--- config.mk ---
export PLATFORM = sky130hd
export DESIGN_NAME = cpu_branch_serial_unit_flat
export DESIGN_NICKNAME = d
export VERILOG_FILES = /design/src/rtl/cpu_branch_serial_unit_pkg.sv /design/src/rtl/cpu_branch_serial_unit_if.sv /design/src/rtl/cpu_branch_slice_cmp.sv /design/src/rtl/cpu_branch_serial_unit.sv /design/src/flat_wrapper.sv
export SDC_FILE = /design/constraint.sdc
export NUM_CORES = 1
export LEC_CHECK = 0
export CORE_MARGIN = 2
export CORE_UTILIZATION = 46
export DETAILED_ROUTE_END_ITERATION = 7
export GPL_ROUTABILITY_DRIVEN = 1
export HOLD_SLACK_MARGIN = 0.05
export PLACE_DENSITY = 0.78
export SYNTH_ARGS = -nofsm -noshare
export SYNTH_HDL_FRONTEND = slang
export SYNTH_SLANG_ARGS = --single-unit
--- constraint.sdc ---
create_clock -name clk -period 2.5 [get_ports clk]
set_input_delay 0.5 -clock clk [delete_from_list [all_inputs] [get_ports clk]]
set_output_delay 0.5 -clock clk [all_outputs]
set_load 0.005 [all_outputs]
--- src/rtl/cpu_branch_serial_unit_pkg.sv ---
// Shared definitions for the serial branch resolver: funct3 codes, FSM states, op helpers.
package cpu_branch_pkg;

    localparam logic [2:0] BR_EQ  = 3'b000;
    localparam logic [2:0] BR_NE  = 3'b001;
    localparam logic [2:0] BR_LT  = 3'b100;
    localparam logic [2:0] BR_GE  = 3'b101;
    localparam logic [2:0] BR_LTU = 3'b110;
    localparam logic [2:0] BR_GEU = 3'b111;

    typedef enum logic [1:0] {
        IDLE = 2'd0,
        SCAN = 2'd1,
        RESP = 2'd2
    } state_t;

    // Signed compares are turned into unsigned ones by flipping the operand MSBs.
    function automatic logic is_signed_op(input logic [2:0] op);
        return (op == BR_LT) || (op == BR_GE);
    endfunction

    // funct3 010 and 011 are not branch encodings.
    function automatic logic is_legal_op(input logic [2:0] op);
        return (op != 3'b010) && (op != 3'b011);
    endfunction

    // Map the final {eq, lt} scan result onto the branch condition.
    function automatic logic eval_taken(input logic [2:0] op, input logic eq, input logic lt);
        logic t;
        t = 1'b0;
        case (op)
            BR_EQ:          t = eq;
            BR_NE:          t = !eq;
            BR_LT, BR_LTU:  t = lt;
            BR_GE, BR_GEU:  t = !lt;
            default:        t = 1'b0;
        endcase
        return t;
    endfunction

endpackage

--- src/rtl/cpu_branch_serial_unit_if.sv ---
// Request/response handshake bundle between the execute stage and the branch resolver.
interface cpu_branch_serial_unit_if #(
    parameter int unsigned WIDTH = 32
);
    logic             req_valid;
    logic             req_ready;
    logic [2:0]       req_op;
    logic [WIDTH-1:0] req_a;
    logic [WIDTH-1:0] req_b;
    logic             resp_valid;
    logic             resp_ready;
    logic             resp_taken;
    logic             resp_illegal;
    logic             busy;

    modport master (
        output req_valid, req_op, req_a, req_b, resp_ready,
        input  req_ready, resp_valid, resp_taken, resp_illegal, busy
    );

    modport slave (
        input  req_valid, req_op, req_a, req_b, resp_ready,
        output req_ready, resp_valid, resp_taken, resp_illegal, busy
    );
endinterface

--- src/rtl/cpu_branch_slice_cmp.sv ---
// Combinational unsigned compare of one CHUNK-bit operand slice.
module cpu_branch_slice_cmp #(
    parameter int unsigned CHUNK = 8
) (
    input  logic [CHUNK-1:0] a,
    input  logic [CHUNK-1:0] b,
    output logic             eq,
    output logic             lt
);
    assign eq = (a == b);
    assign lt = (a < b);
endmodule

--- src/rtl/cpu_branch_serial_unit.sv ---
// Multi-cycle branch condition resolver: scans operands MSB-first, one CHUNK slice per cycle,
// stopping at the first differing slice.
// Optional feature: define BRANCH_STATS_EN to add response/taken counters (stat_total, stat_taken).
module cpu_branch_serial_unit
    import cpu_branch_pkg::*;
#(
    parameter int unsigned WIDTH = 32,
    parameter int unsigned CHUNK = 8
) (
    input  logic                     clk,
    input  logic                     rst,
    cpu_branch_serial_unit_if.slave  bus
`ifdef BRANCH_STATS_EN
    ,
    output logic [31:0]              stat_total,
    output logic [31:0]              stat_taken
`endif
);
    localparam int unsigned NCHUNK = WIDTH / CHUNK;
    localparam int unsigned IDXW   = (NCHUNK > 1) ? $clog2(NCHUNK) : 1;
    localparam logic [IDXW-1:0]  IDX_TOP  = IDXW'(NCHUNK - 1);
    localparam logic [WIDTH-1:0] MSB_MASK = WIDTH'(1) << (WIDTH - 1);

    state_t           state;
    logic [2:0]       op_q;
    logic [WIDTH-1:0] a_q;
    logic [WIDTH-1:0] b_q;
    logic [IDXW-1:0]  idx;
    logic [CHUNK-1:0] slice_a;
    logic [CHUNK-1:0] slice_b;
    logic             slice_eq;
    logic             slice_lt;

    // Select the slice currently under inspection.
    always_comb begin
        slice_a = CHUNK'(a_q >> (32'(idx) * CHUNK));
        slice_b = CHUNK'(b_q >> (32'(idx) * CHUNK));
    end

    cpu_branch_slice_cmp #(.CHUNK(CHUNK)) u_slice_cmp (
        .a  (slice_a),
        .b  (slice_b),
        .eq (slice_eq),
        .lt (slice_lt)
    );

    // Control FSM with registered handshake outputs and operand latch.
    always_ff @(posedge clk or posedge rst) begin
        if (rst) begin
            state            <= IDLE;
            op_q             <= BR_EQ;
            a_q              <= '0;
            b_q              <= '0;
            idx              <= '0;
            bus.req_ready    <= 1'b1;
            bus.resp_valid   <= 1'b0;
            bus.resp_taken   <= 1'b0;
            bus.resp_illegal <= 1'b0;
            bus.busy         <= 1'b0;
        end else begin
            case (state)
                IDLE: begin
                    if (bus.req_valid && bus.req_ready) begin
                        op_q          <= bus.req_op;
                        a_q           <= bus.req_a ^ (is_signed_op(bus.req_op) ? MSB_MASK : '0);
                        b_q           <= bus.req_b ^ (is_signed_op(bus.req_op) ? MSB_MASK : '0);
                        idx           <= IDX_TOP;
                        bus.req_ready <= 1'b0;
                        bus.busy      <= 1'b1;
                        if (!is_legal_op(bus.req_op)) begin
                            state            <= RESP;
                            bus.resp_valid   <= 1'b1;
                            bus.resp_taken   <= 1'b0;
                            bus.resp_illegal <= 1'b1;
                        end else begin
                            state <= SCAN;
                        end
                    end
                end
                SCAN: begin
                    // A differing slice decides the compare; all-equal resolves at slice 0.
                    if (!slice_eq || idx == '0) begin
                        state            <= RESP;
                        bus.resp_valid   <= 1'b1;
                        bus.resp_taken   <= eval_taken(op_q, slice_eq, slice_lt);
                        bus.resp_illegal <= 1'b0;
                    end else begin
                        idx <= idx - 1'b1;
                    end
                end
                RESP: begin
                    if (bus.resp_ready) begin
                        state          <= IDLE;
                        bus.resp_valid <= 1'b0;
                        bus.req_ready  <= 1'b1;
                        bus.busy       <= 1'b0;
                    end
                end
                default: begin
                    state          <= IDLE;
                    bus.resp_valid <= 1'b0;
                    bus.req_ready  <= 1'b1;
                    bus.busy       <= 1'b0;
                end
            endcase
        end
    end

`ifdef BRANCH_STATS_EN
    // Count delivered responses and how many of them were taken.
    always_ff @(posedge clk or posedge rst) begin
        if (rst) begin
            stat_total <= '0;
            stat_taken <= '0;
        end else if (bus.resp_valid && bus.resp_ready) begin
            stat_total <= stat_total + 32'd1;
            stat_taken <= stat_taken + 32'(bus.resp_taken);
        end
    end
`endif

endmodule

--- src/flat_wrapper.sv ---
// flat-port wrapper written by rule: the top's interface ports become plain ports
module cpu_branch_serial_unit_flat import cpu_branch_pkg::*;
#(
    parameter int unsigned WIDTH = 32,
    parameter int unsigned CHUNK = 8
)
  (clk, rst, bus_req_valid, bus_req_op, bus_req_a, bus_req_b, bus_resp_ready, bus_req_ready, bus_resp_valid, bus_resp_taken, bus_resp_illegal, bus_busy);
  cpu_branch_serial_unit_if #(.WIDTH(WIDTH)) bus_i ();
  input  logic clk;
  input  logic rst;
  input wire logic [$bits(bus_i.req_valid)-1:0] bus_req_valid;
  input wire logic [$bits(bus_i.req_op)-1:0] bus_req_op;
  input wire logic [$bits(bus_i.req_a)-1:0] bus_req_a;
  input wire logic [$bits(bus_i.req_b)-1:0] bus_req_b;
  input wire logic [$bits(bus_i.resp_ready)-1:0] bus_resp_ready;
  output wire logic [$bits(bus_i.req_ready)-1:0] bus_req_ready;
  output wire logic [$bits(bus_i.resp_valid)-1:0] bus_resp_valid;
  output wire logic [$bits(bus_i.resp_taken)-1:0] bus_resp_taken;
  output wire logic [$bits(bus_i.resp_illegal)-1:0] bus_resp_illegal;
  output wire logic [$bits(bus_i.busy)-1:0] bus_busy;
  assign bus_i.req_valid = bus_req_valid;
  assign bus_i.req_op = bus_req_op;
  assign bus_i.req_a = bus_req_a;
  assign bus_i.req_b = bus_req_b;
  assign bus_i.resp_ready = bus_resp_ready;
  assign bus_req_ready = bus_i.req_ready;
  assign bus_resp_valid = bus_i.resp_valid;
  assign bus_resp_taken = bus_i.resp_taken;
  assign bus_resp_illegal = bus_i.resp_illegal;
  assign bus_busy = bus_i.busy;
  cpu_branch_serial_unit #(.WIDTH(WIDTH), .CHUNK(CHUNK)) u_core (.clk(clk), .rst(rst), .bus(bus_i));
endmodule
* Word-level counts from Yosys, hierarchy flattened
Cells that the tools add are included.
Word-level totals: register bits after elaboration 76, bits in latches 0, RAM bits 0, ROM bits 0, word-level logic and storage cells 78, memories kept 0
Cells by class: $add $sub $neg 1, multiply operators 0, divide/modulo/power cells 0, $lt $le $gt $ge 1, equal/unequal tests 17, shifts and indexed selects 2, muxes and demuxes 26, bitwise logic cells 3, reduce and logical (&&, ||, !) cells 18
Operators by type and width (number):
- $shr A32 B5 Y8 | 2
- $xor A32 B32 Y32 | 2
- $mux W32 | 1
- $eq A3 B3 Y1 const B | 6
- $mux W2 | 6
- $mux W1 | 11
- $pmux W1 S3 | 3
- $reduce_and A3 Y1 | 3
- $eq A8 B8 Y1 | 1
- $lt A8 B8 Y1 | 1
- $reduce_and A4 Y1 | 2
- $ne A2 B2 Y1 const B | 3
- $ne A3 B2 Y1 const B | 2
- $pmux W2 S3 | 1
- $logic_not A2 Y1 | 2
- $ne A2 B1 Y1 const B | 2
- $pmux W1 S2 | 2
- $pmux W1 S4 | 1
- $pmux W2 S2 | 1
- $reduce_or A2 Y1 | 2
- $eq A3 B1 Y1 const B | 1
- $logic_not A3 Y1 | 1
- $eq A2 B1 Y1 const B | 1
- $eq A2 B2 Y1 const B | 1
- other kinds (7) | 10

* Logic depth before layout (Yosys ltp)
Gate-level depths: netlist of the first run.
depth in word-level cells 6, depth in mapped cells 9, depth with buffers taken out 8

* Cells and area by module
Synthesis of the first run repeated with hierarchy kept, for this count alone.
Unflattened totals: cell total of the unflattened synthesis 383, area, all modules 3642.2 µm²
Modules (own cells, without submodules):
- cpu_branch_serial_unit | times used 1, cells each 356, area an instance 3439.5 µm²
- cpu_branch_slice_cmp | times used 1, cells each 27, area an instance 202.7 µm²

* Worst setup path after synthesis of the first run
No wires, ideal clock.
kind register -> register, start point register u_core.idx[0], end point register u_core.bus.resp_valid, setup time 118 ps, arrival 2496 ps, data required time 2382 ps, slack -114 ps, cell stages (with the launch flop) 10, path buffers 2, cell sequence dfrtp_1 -> buf_2 -> buf_4 -> mux4_2 -> ha_1 -> nand4_1 -> or3_1 -> a21oi_1 -> nor2_1 -> a21o_1
Between the ends: longest elaborated chain between the ends 6, elaborated cells on any way between the ends 8
Ends and longest elaborated chain:
- start, declared | RTL line cpu_branch_serial_unit.sv:28 | logic [IDXW-1:0] idx;
- start signal, assigned | RTL line cpu_branch_serial_unit.sv:88 | idx <= idx - 1'b1;
- $shr A32 B5 Y8 (on tied branches) | RTL line cpu_branch_serial_unit.sv:36, cpu_branch_serial_unit.sv:37
- $eq A8 B8 Y1 | RTL line cpu_branch_slice_cmp.sv:10 | assign eq = (a == b);
- $logic_not A1 Y1 | RTL line cpu_branch_serial_unit.sv:82 | if (!slice_eq || idx == '0) begin
- $logic_or A1 B1 Y1 (*) | RTL line cpu_branch_serial_unit.sv:82
- $ne A2 B1 Y1 (no line) (*)
- $reduce_and A4 Y1 (no line) (*)
- end signal, assigned | RTL line cpu_branch_serial_unit.sv:84 | bus.resp_valid <= 1'b1;
- end signal, assigned | RTL line cpu_branch_serial_unit.sv:94 | bus.resp_valid <= 1'b0;
- end signal, assigned | RTL line cpu_branch_serial_unit.sv:101 | bus.resp_valid <= 1'b0;
- end, declared | RTL line cpu_branch_serial_unit_if.sv:23 | output req_ready, resp_valid, resp_taken, resp_illegal, busy
Mark *: on every way between the ends. The rest lies on a longest branch, timed or not. A chain may end at the register's enable or synchronous reset.

* Worst setup path after layout of the first run
start point register u_core.idx[0], end point register u_core.state[1]
Between the ends: longest elaborated chain between the ends 6, elaborated cells on any way between the ends 8
Ends and longest elaborated chain:
- $shr A32 B5 Y8 (on tied branches) | RTL line cpu_branch_serial_unit.sv:36, cpu_branch_serial_unit.sv:37
- $eq A8 B8 Y1 | RTL line cpu_branch_slice_cmp.sv:10
- $logic_not A1 Y1 | RTL line cpu_branch_serial_unit.sv:82
- $logic_or A1 B1 Y1 (*) | RTL line cpu_branch_serial_unit.sv:82
- $ne A2 B1 Y1 (no line) (*)
- $reduce_and A3 Y1 (no line) (*)
- end signal, assigned | RTL line cpu_branch_serial_unit.sv:76 | state <= SCAN;
- end signal, assigned | RTL line cpu_branch_serial_unit.sv:83 | state <= RESP;
- end signal, assigned | RTL line cpu_branch_serial_unit.sv:93 | state <= IDLE;
- end, declared | RTL line cpu_branch_serial_unit.sv:24 | state_t state;
Marks and branches as above.

==> flow_metrics.tcl, run 1 <==
set metrics [dict create \
    cp_slowest_stage_delay_ps 530 \
    synth_area_leaders "dfrtp_1, mux2_2, mux4_2" \
    mappedNetlistArea_mm2 0.00361 \
    yosysMostFrequentCell "dfrtp_1" \
    antennaDiodeCount 0 \
    drive_above_1_share_pct 34.1 \
    clock-sinks 76 \
    yosys.area.top_type_share_pct 52.0 \
    multiInputGateArea_mm2 0.00162 \
    synth.yosys.warnings 0 \
    slowest_stage "mux4_2" \
    rows 32 \
    post_drt_wl_per_cell_um 16.2 \
    period_needed_ps 2480 \
    cp.required_ps 2740 \
    wirelength_um 7210 \
    rsz0062_at_grt "true" \
    nets 418 \
    place.port_buffers 75 \
    crit_type "flop to flop" \
    start_kind "flop" \
    regArea_mm2 0.00190 \
    die_h_um 92.5 \
    worst-path-max-fanout 4 \
    vias_per_cell 5.27 \
    synth_nets 332 \
    synthArstFlopShare_pct 100 \
    antenna_found_initial 0 \
    ir_worst_vdd_mv 0.350 \
    die_width_um 92.5 \
    min_period_over_period_pct 99.0 \
    finalHoldViolCount 0 \
    grt_pass1_vias 2476 \
    ys_seq_area_share_pct 52.8 \
    yosys-top-cells-count "dfrtp_1, mux2_2, mux4_2, inv_1, nor2_1" \
    clk_pin_slew_worst_paths_ps 80 \
    ys_ff_latch 76 \
    grt_max_degree 50 \
    antenna_left 0 \
    hp-class "input port to asynchronous set/reset pin" \
    place_area_mm2 0.00448 \
    syn_avg_cell_area_um2 14.3 \
    hpwlAfterDp_um 5420 \
    cp-end-kind "flop" \
    final_cell_area_mm2 0.00484 \
    path_cells "buf_6 > mux4_2 > ha_4 > nand4_1 > or3_4 > a21oi_2 > nor2_1 > a21o_1" \
    drc 0 \
    synth_edf_count 0 \
    fin_tns_setup_ps 0 \
    leakage_uw 0.00222 \
    setup_viol 0 \
    status "finished, final reports clean" \
    slew_headroom_pct 66.5 \
    yosysUniqueCellTypes 30 \
    yosys_most_used_dff "dfrtp_1" \
    io_pins 76 \
    coreArea_mm2 0.00765 \
    fmax_mhz 404 \
    synthCells 252 \
    root_buffer "clkbuf_8" \
    worstMarginPinSlew_ps 502 \
    clk_latency_ps 350 \
    cts_tree "yes" \
    drtIter0Drc 87 \
    vias 2344 \
    dieArea_mm2 0.00856 \
    crit_buf_inv 1 \
    area_growth_pct 34.2 \
    grt_pass1_wl_um 12100 \
    yosysTopAreaCell "dfrtp_1" \
    maxCapViolations 0 \
    cts_made_buffers 9 \
    cts_buffer_depth 2 \
    start_util_pct 47.2 \
    grt_util_all_layers_pct 18.5 \
    utilization_pct 63.3 \
    drt_pass1_iterations 4 \
    arrival_ps 2720 \
    place.gp.congestion 0.800 \
    final_max_slew_viol_count 0 \
    fill_cells 570 \
    crit_family "simple AND/OR/NAND/NOR gates" \
    cellPowerDensity_mw_per_mm2 520 \
    overflow 0 \
    fin_skew_ps 9.32 \
    htree_levels 3 \
]
==> final cells by class <==
cell class | count | share of cell area (%)
inverter | 14 | 1.09
tap | 102 | 2.64
clock inverter | 6 | 2.30
multi-input combinational | 149 | 33.4
sequential | 76 | 39.3
clock buffer | 10 | 2.84
timing repair buffer | 88 | 18.4
==> power by group <==
group / leakage [µW] / internal, µW / switching (µW)
Sequential: 0.00105 / 1230 / 0
Clock: 0.000122 / 690 / 451
Combinational: 0.00105 / 103 / 46.2
==> per-stage QoR <==
stage / instances / hold WS, ps / setup WS [ps] / total power, µW
2_1_floorplan: 252 / 452 / 24.0 / 1280
3_3_place_gp: 427 / 467 / 115 / 1400
3_5_place_dp: 427 / 474 / 42.1 / 1410
4_1_cts: 443 / 491 / 6.64 / 2550
5_1_grt: 445 / 501 / -101 / 2610
6_report: 445 / 486 / 24.8 / 2520
==> path summary, 6_finish.rpt <==
kind	cells past startpoint	slack, ps	to	from
setup reg to reg	8	20	u_core.state[1]	u_core.idx[0]
hold reg to reg	1	490	u_core.b_q[25]	u_core.b_q[25]
max in group asynchronous	3	1380	u_core.bus.req_ready	rst
setup / recovery	8	20	u_core.state[1]	u_core.idx[0]
hold / removal	2	490	u_core.a_q[27]	rst
min in group clk	1	490	u_core.b_q[25]	u_core.b_q[25]
==> metal layers <==
layer | part of all wire, % | GRT usage (%) | up-vias
met5 | 0 | 0 | -
met4 | 2.2 | 9.20 | 0
met3 | 3.7 | 4.15 | 14
met2 | 52 | 30.2 | 49
met1 | 42 | 23.3 | 1195
li1 | - | - | 1086
==> logic make-up after synthesis <==
group / synth area share (%)
AOI/OAI and AO/OA: 4.13
DFF: 52.8
xor gates and xnor gates: 0.729
adders and majority gates: 3.12
muxes: 30.3
and+or+nand+nor: 4.48
buffers and inverters: 4.48
==> worst reg2reg max path, cell delays in order, from the launching register on <==
cell,delay (ps)
dfrtp_2,440
buf_6,150
mux4_2,530
ha_4,280
nand4_1,190
or3_4,410
a21oi_2,140
nor2_1,70
a21o_1,170
==> layout by cell type (no fill, tap or decap), types with 4 or more instances in the layout <==
master	Yosys	final
a21oi_1	10	9
dfrtp_1	75	74
clkdlybuf4s50_1	0	75
mux2_1	6	6
inv_1	14	13
mux4_2	16	16
nand2_1	5	5
mux2_2	59	59
ha_4	0	4
clkbuf_8	0	10
buf_4	3	7
nor2_1	13	11
ha_1	9	5
==> registers in the layout, indices dropped and copies added, names as in the netlist <==
name                     cells
u_core.a_q                  32
u_core.b_q                  32
u_core.bus.busy              1
u_core.bus.req_ready         1
u_core.bus.resp_illegal      1
u_core.bus.resp_taken        1
u_core.bus.resp_valid        1
u_core.idx                   2
u_core.op_q                  3
u_core.state                 2
==> repair_timing <==
item,in CTS,in global routing
hold buffers,0,0
buffers inserted,0,2
gates resized for setup,0,16
hold endpoints to repair,0,0
endpoints found under the setup margin,0,6
Power figures use the tool's default switching activity.
==> run 2: changes to the inputs <==
- ABC_AREA: unset -> 1
- SLEW_MARGIN: unset -> 20
==> run 2 against run 1 <==
Net effect:
- sequential cell count stayed put
- sequential share of layout area is 0.70 points higher
- fmax is 9.9% higher
- worst hold slack worse by 14 ps
- non-clock buffer count is 4 lower
- largest cell class unchanged
==> flow_metrics.tcl, run 2 <==
set metrics [dict create \
    synthArstFlopShare_pct 100 \
    grt_pass1_vias 3064 \
    drt_pass1_iterations 4 \
    overflow 0 \
    cts_hold_buf 0 \
    reg_top3 "u_core.a_q: 32 flops, u_core.b_q: 32 flops, u_core.op_q: 3 flops" \
    ys_ff_latch 76 \
    min_from "u_core.a_q[17]" \
    crit_type "flop to flop" \
    fin_skew_ps 7.18 \
    hp-class "flop to flop" \
    synthCells 474 \
    antenna_left 0 \
    ys_seq_area_share_pct 51.7 \
    r2r_setup_slack_ps 250 \
    cts_buffer_depth 2 \
    htree_levels 3 \
    cellPowerDensity_mw_per_mm2 1260 \
    mappedNetlistArea_mm2 0.00368 \
    synth_edf_count 0 \
    antenna_found_initial 0 \
    die_h_um 93.4 \
    dieArea_mm2 0.00873 \
    min_path_cells 2 \
    leakage_uw 0.00236 \
    period_needed_ps 2250 \
    drc 0 \
    grt_max_degree 77 \
    path_cells "buf_4 > o21ai_0 > o22ai_1 > ha_1 > nand2_1 > nor2_2 > nand4_1 > nand3_1 > nor2_1 > nand2_1 > nand2_1" \
    clock-sinks 76 \
    place.port_buffers 75 \
    place_area_mm2 0.00449 \
    fmax_mhz 444 \
    fin_tns_setup_ps 0 \
    yosysTopAreaCell "dfrtp_1" \
    status "finished, final reports clean" \
    start_util_pct 47.6 \
    worst-r2r-cell-count 11 \
    vias_per_cell 4.95 \
    vias 3238 \
    slowest_stage "dfrtp_1" \
    hpwlAfterDp_um 6130 \
    cp_slowest_stage_delay_ps 430 \
    cts_made_buffers 9 \
    synth_nets 554 \
    final_cells 654 \
    r2r_start "u_core.idx[0]" \
    maxCapViolations 0 \
    final_max_slew_viol_count 0 \
    grt_pass1_wl_um 14300 \
    place_ws_ps 217 \
    root_buffer "clkbuf_8" \
    layout_commonest_cell "nand2_1" \
    yosys_most_used_dff "dfrtp_1" \
    drtIter0Drc 199 \
    grt_util_all_layers_pct 20.9 \
    min_period_over_period_pct 90.1 \
    drive_above_1_share_pct 6.34 \
    synth_area_leaders "dfrtp_1, nand2_1, o21ai_0" \
    area_growth_pct 29.2 \
    most-common-layout-cells "nand2_1, clkdlybuf4s50_1, dfrtp_1" \
    die_width_um 93.4 \
    worstMarginPinSlew_ps 400 \
    ir_worst_vdd_mv 0.461 \
    yosys.area.top_type_share_pct 51.0 \
    cp.required_ps 2750 \
    dpl.cell_count 636 \
    yosysUniqueCellTypes 25 \
    antennaDiodeCount 0 \
    coreArea_mm2 0.00773 \
    rows 32 \
    final_cell_area_mm2 0.00475 \
    rsz0062_at_grt "false" \
    clk_latency_ps 350 \
    r2r_end "u_core.bus.resp_taken" \
    cp-end-kind "flop" \
    setup_viol 0 \
    cts_tree "yes" \
    finalHoldViolCount 0 \
    start_kind "flop" \
    post_drt_wl_per_cell_um 13.0 \
    yosysMostFrequentCell "nand2_1" \
    nets 627 \
    place.gp.congestion 0.862 \
    synth.yosys.warnings 0 \
    utilization_pct 61.5 \
    yosys-top-cells-count "nand2_1, dfrtp_1, o21ai_0, nor2_1, inv_1" \
    clk_pin_slew_worst_paths_ps 80 \
    setup_ws_ps 247 \
    worst-path-max-fanout 23 \
    crit_top_cell "nand2_1" \
    arrival_ps 2500 \
    wirelength_um 8510 \
    syn_avg_cell_area_um2 7.76 \
    io_pins 76 \
    hold_path_end "u_core.a_q[17]" \
    slew_headroom_pct 73.3 \
]
## run 2: area by class of cell
type	count	area [µm²]
Clock inverter	7	115
Tap cell	102	128
Sequential cell	76	1900
Multi-Input combinational cell	351	1550
Inverter	25	100
Timing Repair Buffer	84	831
Fill cell	670	2970
Clock buffer	9	124
## run 2: critical path, delay by kind of cell, from the launching register on
kind	cells	cell delay [ps]
AND/OR/NAND/NOR	7	730
buffers and inverters	1	220
adder cells (fa/ha/maj)	1	330
AO/OA/AOI/OAI	2	440
flip-flops	1	430
## run 2: cell families after synthesis
family          synth area share (%)
simple gates                    28.1
flops                           51.7
compound gates                  10.5
buf+inv                         6.15
fa+ha+maj                       3.06
xor+xnor                       0.476
## run 2: per-stage QoR
stage               hold slack (ps)  total power, µW
detailed placement              456             4810
global placement                452             4700
floorplan                       437             4050
global route                    500             6540
CTS                             474             5940
finish                          472             5970
## run 2: what timing repair did
action                                  CTS  global route
endpoints found under the setup margin    0             7
endpoints found under the hold margin     0             0
buffers inserted                          0             2
resized for setup                         0             4
## run 2: how the worst max path moves through the flow
stage / from / endpoint / slack, ps / depth (start not counted)
CTS: u_core.idx[1] / u_core.bus.resp_taken / 190 / 11
finish: u_core.idx[0] / u_core.bus.resp_taken / 250 / 11
detailed placement: u_core.idx[1] / u_core.bus.resp_taken / 220 / 11
global placement: u_core.idx[1] / u_core.bus.resp_taken / 320 / 11
global route: u_core.idx[0] / u_core.bus.resp_taken / 70 / 11
floorplan: rst / u_core.a_q[0] / 60 / 1
## run 2: power by group
| group | internal (µW) | leakage, µW | switching [µW] | total (µW) |
|---|---|---|---|---|
| clock network | 659 | 0.000115 | 448 | 1110 |
| registers | 1810 | 0.000941 | 363 | 2170 |
| logic | 1050 | 0.00130 | 1630 | 2690 |
| total | 3520 | 0.00236 | 2440 | 5970 |
## run 2: routing by layer
layer  vias to the layer above  wire [µm]  global-route usage [%]
li1                       1641          -                       -
met1                      1498       3730                    27.7
met2                        86       4100                    34.4
met3                        13        534                    3.79
met4                         0        148                    7.23
met5                         -          0                       0
==> run 3: changes to the inputs <==
- CORE_ASPECT_RATIO: unset -> 1.1
- clock period: 2.5 -> 1.83 ns (I/O delays scaled with it)
==> run 3 against run 2 <==
Net effect:
- the run now ends with negative setup slack left
- non-clock buffer count rose by 10
- sequential share of layout area is 2.4 points lower
- worst setup slack lost 550 ps
- wire length up 12%
- critical path depth up 1
- first-iteration DRC count is 22% higher
- combinational power up 74%
==> flow_metrics.tcl, run 3 (synthesized netlist as in run 2, its figures left out) <==
set metrics [dict create \
    status "finished with violations" \
    violations "negative setup slack" \
    min_period_over_period_pct 117 \
    grt_max_degree 77 \
    crit_top_cell "nand2_1" \
    start_kind "flop" \
    arrival_ps 2380 \
    crit_type "flop to flop" \
    worstMarginPinSlew_ps 410 \
    leakage_uw 0.00246 \
    fin_skew_ps 13.6 \
    fmax_mhz 468 \
    path_cells "clkinv_4 > buf_12 > o21ai_2 > o22ai_2 > ha_1 > nand2_2 > nor2_4 > nand4_1 > nand3_2 > nor2_2 > nand2_1 > nand2_1" \
    root_buffer "clkbuf_8" \
    most-common-layout-cells "nand2_1, clkdlybuf4s50_1, dfrtp_1" \
    drtIter0Drc 243 \
    cellPowerDensity_mw_per_mm2 1810 \
    drc 0 \
    clk_latency_ps 360 \
    drt_pass1_iterations 4 \
    vias 3347 \
    start_util_pct 47.0 \
    place.gp.congestion 0.842 \
    overflow 0 \
    antennaDiodeCount 0 \
    hp-class "input port to asynchronous set/reset pin" \
    rows 34 \
    reg_top3 "u_core.a_q: 32 flops, u_core.b_q: 32 flops, u_core.op_q: 3 flops" \
    p_total_uw 9160 \
    hpwlAfterDp_um 6500 \
    layout_commonest_cell "nand2_1" \
    setup_ws_ps -305 \
    fin_tns_setup_ps -1720 \
    cp.required_ps 2080 \
    die_h_um 97.8 \
    rsz0062_at_grt "true" \
    grt_pass1_vias 3229 \
    grt_pass1_wl_um 14700 \
    slowest_stage "dfrtp_2" \
    cts_made_buffers 9 \
    coreArea_mm2 0.00783 \
    final_max_slew_viol_count 0 \
    post_drt_wl_per_cell_um 14.2 \
    cts_buffer_depth 2 \
    ir_worst_vdd_mv 0.693 \
    antenna_found_initial 0 \
    place_area_mm2 0.00461 \
    slew_headroom_pct 72.7 \
    worst-path-max-fanout 6 \
    clk_pin_slew_worst_paths_ps 80 \
    dieArea_mm2 0.00873 \
    io_pins 76 \
    whs_ps 451 \
    htree_levels 3 \
    vias_per_cell 5.00 \
    setup_viol 7 \
    grt_util_all_layers_pct 21.8 \
    place.port_buffers 75 \
    clock-sinks 76 \
    cp_slowest_stage_delay_ps 440 \
    area_growth_pct 37.6 \
    finalHoldViolCount 0 \
    place_ws_ps -296 \
    final_cell_area_mm2 0.00506 \
    nets 637 \
    cp-end-kind "flop" \
    drive_above_1_share_pct 13.7 \
    period_needed_ps 2140 \
    antenna_left 0 \
    maxCapViolations 0 \
    wirelength_um 9510 \
    cts_tree "yes" \
    die_width_um 89.3 \
]
run 3: cell count changes in the layout (fill, tap and decap cells not counted), sizes merged:
cell and delta:
bufinv -1, inv -1, buf +8, clkbuf +4
run 3: cell type report:
type	count	area, µm²
Tap cell	108	135
Sequential cell	76	1900
Timing Repair Buffer	94	997
Fill cell	669	2760
Clock buffer	11	151
Inverter	25	103
Multi-Input combinational cell	351	1690
Clock inverter	5	83.8
run 3: critical path, delay by kind of cell (launching register included):
kind                       cells  cell delay, ps
and+or+nand+nor                7             720
AOI/OAI and AO/OA              2             250
buffers and inverters          2             280
adders and majority gates      1             320
DFF                            1             440
run 3: worst paths after layout:
check / from / end / slack, ps / cells past startpoint
setup / recovery: u_core.idx[0] / u_core.bus.resp_taken / -310 / 12
setup reg to reg: u_core.idx[0] / u_core.bus.resp_taken / -310 / 12
min in group clk: u_core.b_q[18] / u_core.b_q[18] / 470 / 2
hold / removal: rst / u_core.op_q[0] / 450 / 3
max in group asynchronous: rst / u_core.bus.req_ready / 1030 / 3
hold reg to reg: u_core.b_q[18] / u_core.b_q[18] / 470 / 2
run 3: repair_timing:
item                       CTS  global route
pin swaps                    5            20
hold buffers                 0             0
gates cloned                 0             3
gates resized for setup      9            49
setup endpoints to repair    7             7
buffers inserted             0             1
run 3: layer usage:
layer	vias up	routed length [µm]	global-route usage [%]
li1	1657	-	-
met1	1572	4090	28.8
met2	100	4750	35.5
met3	18	424	4.40
met4	0	248	7.23
met5	-	0	0
run 3: where the power goes:
part / switching, µW / internal [µW] / total, µW
Clock: 644 / 844 / 1490
Combinational: 2700 / 1980 / 4680
Sequential: 512 / 2480 / 2990
Total: 3860 / 5300 / 9160
run 3: metrics by stage:
step / util (%) / cells
4_1_cts: 62.0 / 666
2_1_floorplan: - / 474
5_1_grt: 64.7 / 670
3_3_place_gp: 58.9 / 650
6_report: 64.7 / 670
3_5_place_dp: 58.9 / 650
